===== src/rtl/pc_gen.sv =====
// pc_gen: program counter generator with trap/branch/stall priority and optional return-address stack (PC_GEN_RAS_EN).
// Ports: clk, reset (sync, active-high); stall, branch_taken, branch_target, trap_req, ras_push, ras_pop in;
// current_pc, next_pc, misaligned, bad_addr, ras_underflow out.
module pc_gen #(
  parameter int XLEN = 32,
  parameter logic [XLEN-1:0] RESET_VECTOR = 32'h0100_0000,
  parameter logic [XLEN-1:0] TRAP_VECTOR = 32'h0100_0100,
  parameter int RAS_DEPTH = 4
) (
  input  logic            clk,
  input  logic            reset,
  input  logic            stall,
  input  logic            branch_taken,
  input  logic [XLEN-1:0] branch_target,
  input  logic            trap_req,
  input  logic            ras_push,
  input  logic            ras_pop,
  output logic [XLEN-1:0] current_pc,
  output logic [XLEN-1:0] next_pc,
  output logic            misaligned,
  output logic [XLEN-1:0] bad_addr,
  output logic            ras_underflow
);
  logic [XLEN-1:0] pc_plus4;
  logic [XLEN-1:0] seq_pc;
  logic bad_target;
  logic mis_evt;
  logic advance;
  assign pc_plus4 = current_pc + XLEN'(4);
  assign bad_target = branch_target[1:0] != 2'b00;
  assign mis_evt = !trap_req && branch_taken && bad_target;
  assign advance = !(reset || stall || trap_req || branch_taken);
`ifdef PC_GEN_RAS_EN
  localparam int PW = $clog2(RAS_DEPTH);
  localparam logic [PW:0] FULL = (PW+1)'(RAS_DEPTH);
  logic [XLEN-1:0] stack [RAS_DEPTH];
  logic [PW-1:0] ptr;
  logic [PW:0] count;
  logic [PW-1:0] top_idx;
  logic empty;
  logic hit;
  // ptr is the next free slot; the newest entry sits just below it, and wrapping overwrites the oldest
  assign top_idx = ptr - 1'b1;
  assign empty = count == '0;
  assign hit = ras_pop && !empty;
  assign seq_pc = hit ? stack[top_idx] : pc_plus4;
  always_ff @(posedge clk) begin
    if (reset) begin
      ptr <= '0;
      count <= '0;
      ras_underflow <= 1'b0;
    end else begin
      ras_underflow <= advance && ras_pop && empty;
      if (trap_req) count <= '0;
      else if (advance) begin
        if (ras_push && hit) stack[top_idx] <= pc_plus4;
        else if (ras_push) begin
          stack[ptr] <= pc_plus4;
          ptr <= ptr + 1'b1;
          count <= (count == FULL) ? count : count + 1'b1;
        end else if (hit) begin
          ptr <= top_idx;
          count <= count - 1'b1;
        end
      end
    end
  end
`else
  logic unused_ras;
  assign unused_ras = ras_push ^ ras_pop;
  assign seq_pc = pc_plus4;
  assign ras_underflow = 1'b0;
`endif
  always_comb
    next_pc = reset ? RESET_VECTOR :
              trap_req ? TRAP_VECTOR :
              branch_taken ? (bad_target ? TRAP_VECTOR : branch_target) :
              stall ? current_pc : seq_pc;
  always_ff @(posedge clk) begin
    current_pc <= next_pc;
    if (reset) begin
      misaligned <= 1'b0;
      bad_addr <= '0;
    end else begin
      misaligned <= mis_evt;
      if (mis_evt) bad_addr <= branch_target;
    end
  end
endmodule

===== config.mk =====
export PLATFORM = sky130hd
export DESIGN_NAME = pc_gen
export DESIGN_NICKNAME = d
export VERILOG_FILES = /design/src/rtl/pc_gen.sv
export SDC_FILE = /design/constraint.sdc
export NUM_CORES = 1
export LEC_CHECK = 0
export CAP_MARGIN = 20
export CORE_ASPECT_RATIO = 1.25
export CORE_MARGIN = 2
export CORE_UTILIZATION = 37
export DETAILED_ROUTE_END_ITERATION = 16
export MAX_ROUTING_LAYER = met4
export PLACE_DENSITY = 0.88
export SYNTH_ARGS = -nofsm -noshare
export SYNTH_HDL_FRONTEND = slang
export SYNTH_SLANG_ARGS = --single-unit

===== constraint.sdc =====
create_clock -name clk -period 1.94 [get_ports clk]
set_input_delay 0.485 -clock clk [delete_from_list [all_inputs] [get_ports clk]]
set_output_delay 0.485 -clock clk [all_outputs]
set_load 0.01 [all_outputs]

==> out/qor.txt <==
WL/cell - 17.3 µm
cells after synthesis - 346
chip width - 82.3 µm
Leakage - 2.36 nW
Worst EP arrival - 2.17 ns
PwrDens - 592 mW/mm²
DP Area - 0.00488 mm²
DR pass1 iterations - 5
post-synthesis compound-gate area fraction - 14.4%
Yosys top cell area share - 45.9%
worst hold stages - 2
Yosys reg bits - 65
CP max stage delay - 0.37 ns
RR Startpoint - current_pc[3]$_DFF_P_
die height - 102 µm
Slew headroom - 66.5%
overall routed net length - 11.5 mm
number of setup violations in the final report - 30
Root Driver - clkbuf_8
Synth area leader - dfxtp_1
register area share after synthesis - 45.9%
Max Cap Violations - 0
All-Layer GR Usage - 27.0%
total power - 3.33 mW
Clock H-tree levels - 3
DRC - 0
Yosys warning count - 0
Sink Count - 65
Clock transition at path regs - 0.08 ns
row count - 35
reg-to-reg endpoint - current_pc[27]$_DFF_P_
# fillers - 485
Fmax - 376 MHz
initial antenna violation count - 0
via/cell ratio - 5.14
final net count - 608
area grow syn2layout - 98.4%
number of distinct library cells after synthesis - 35
number of flops mapped to enable cells by yosys - 0
ys async rst share - 0%
crit-path leading delay family - simple AND/OR/NAND/NOR gates
DR vias - 3417
Clock Skews - 0.00735 ns
CORE AREA - 0.00740 mm²
CTS buffer count - 9
Worst-Margin Slew - 0.497 ns
final instance area - 0.00562 mm²
final hold vios - 0
global-route wire length before repair - 16.5 mm
Hold Crit Endpoint - bad_addr[25]$_SDFFE_PP0P_
CTS tree - done
Final Max Tran Viols - 0
Buf/Inv on CP - 2
crit path time final - 2.66 ns
port bufs - 133
Reg2Reg Depth - 11
commonest non-fill, non-tap cell in the layout - clkdlybuf4s50_1
Hold Startpoint - bad_addr[25]$_SDFFE_PP0P_
critical path launch point type - register
DRT antenna net count - 0
Crit Path Class - reg -> out
Synth Area in Adders - 0.441%
mapped cell area - 0.00284 mm²
vias in the first global route - 3511
final worst path period share - 137%
failing checks - setup timing
min-delay worst type - reg -> reg
Post-Synth Simple-Gate Area - 25.8%
Initial Util - 38.3%
io pins - 137
average cell area after synthesis - 8.19 µm²
Critical Path Fanout Max - 3
CTS Hold Bufs - 0
crit-path cells - ha_4, nand3b_1, buf_6, nor4_4, nand3_1, xor2_1, a211oi_2, buf_2
crit path max-delay cell type - dfxtp_4
initial DRC count - 185
xor/xnor share of the synthesized area - 8.65%
most frequent cells in the layout - 91 x clkdlybuf4s50_1, 74 x buf_4, 73 x nand2_1
CP Capture Type - output pin
ys flop type - dfxtp_1
Required @ worst endpoint - 1.45 ns
clk_lat worst skew - 0.34 ns
antenna cells - 0
syn nets - 386
RSZ-0062 raised after global routing - yes
share of cells above drive strength 1 - 41.0%
Reg2Reg Setup Slack - 0.07 ns
dpl hpwl - 7.58 mm
largest net degree at the start of global routing - 36
Stages on worst setup path - 8
main combinational cell family by area after synthesis - simple AND/OR/NAND/NOR gates
full die area - 0.00838 mm²
Max Root-Sink Buffers - 2
Max IR drop VDD - 0.000486 V
Placer Congestion - 0.833
Remaining Overflow, GRT - 0
post-synthesis mux area share - 1.06%
setup ws final - -0.717 ns
outcome - finished, violations left
Area contributors post-synth - dfxtp_1 46%, nand2_1 10%, a21oi_1 9.9%
==> power breakdown <==
part,leakage [nW],switching (mW),internal [mW]
registers,0.537,0.0324,1.38
logic,1.71,0.276,0.307
clock network,0.113,0.566,0.763
==> synth_stat cells, drive strengths merged, types with 2 or more instances <==
library cell / instances
a211oi: 2
a21oi: 56
and2: 3
and3: 3
buf: 4
clkbuf: 17
dfxtp: 65
inv: 4
mux2i: 3
nand2: 77
nand3: 9
nand4: 9
nor2: 21
nor3: 8
nor4: 5
o21ai: 21
xnor2: 11
xor2: 17
==> repair_timing <==
item                       CTS  global route
setup endpoints to repair   34            36
pin swaps                   43            39
buffers inserted            16            14
gates cloned                 1             0
resized for setup          206            47
==> worst min-delay path: cells and delay by family, from the launching register on <==
kind	cells	cell delay, ns
AOI/OAI and AO/OA	1	0.05
DFF	1	0.31
and+or+nand+nor	1	0.05
==> metal layers <==
layer / up-vias / wire length (µm) / global-route usage [%]
li1: 1617 / - / -
met4: 0 / 396 / 15.3
met2: 160 / 6080 / 46.5
met5: - / 0 / -
met3: 34 / 790 / 6.80
met1: 1606 / 4250 / 27.3
==> through the flow <==
| stage | worst slack, ns | instances | hold slack [ns] | util, % | setup TNS, ns |
|---|---|---|---|---|---|
| 4_1_cts | -0.634 | 655 | 0.459 | 72.4 | -14.78 |
| 3_3_place_gp | -1.18 | 622 | 0.443 | 66.0 | -34.32 |
| 5_1_grt | -0.805 | 665 | 0.478 | 76.0 | -18.23 |
| 6_report | -0.717 | 665 | 0.455 | 76.0 | -15.06 |
| 2_1_floorplan | -0.202 | 346 | 0.481 | - | -1.14 |
| 3_5_place_dp | -1.23 | 622 | 0.448 | 66.0 | -37.09 |
==> state kept, by name, indices dropped and copies added (netlist names) <==
signal      flops
bad_addr       32
current_pc     32
misaligned      1
==> final cells by class <==
class | count | area, µm² | share of cell area (%)
clock inverters | 6 | 90.1 | 1.60
inverters | 4 | 15.0 | 0.267
clock buffers | 10 | 138 | 2.45
multi-input cells | 256 | 1850 | 32.9
flip-flops and latches | 65 | 1330 | 23.6
repair buffers | 232 | 2090 | 37.2
well taps | 92 | 115 | 2.05
==> worst max-delay path by stage <==
stage | startpoint | endpoint | slack [ns]
after global placement | stall | next_pc[23] | -1.18
final | current_pc[2]$_DFF_P_ | next_pc[22] | -0.72
after global routing | current_pc[2]$_DFF_P_ | next_pc[22] | -0.81
after floorplan | stall | next_pc[23] | -0.20
after CTS | current_pc[2]$_DFF_P_ | next_pc[11] | -0.63
after detailed placement | stall | next_pc[24] | -1.23
==> logic make-up (layout without fill, tap and decap cells) <==
logic type / after synthesis / count (layout)
AOI/OAI and AO/OA: 80 / 80
xor gates and xnor gates: 28 / 28
adders and majority gates: 1 / 1
buffers and inverters: 25 / 252
DFF: 65 / 65
muxes: 3 / 3
other: 1 / 1
and+or+nand+nor: 143 / 143
(Power assumes the default switching activity.)
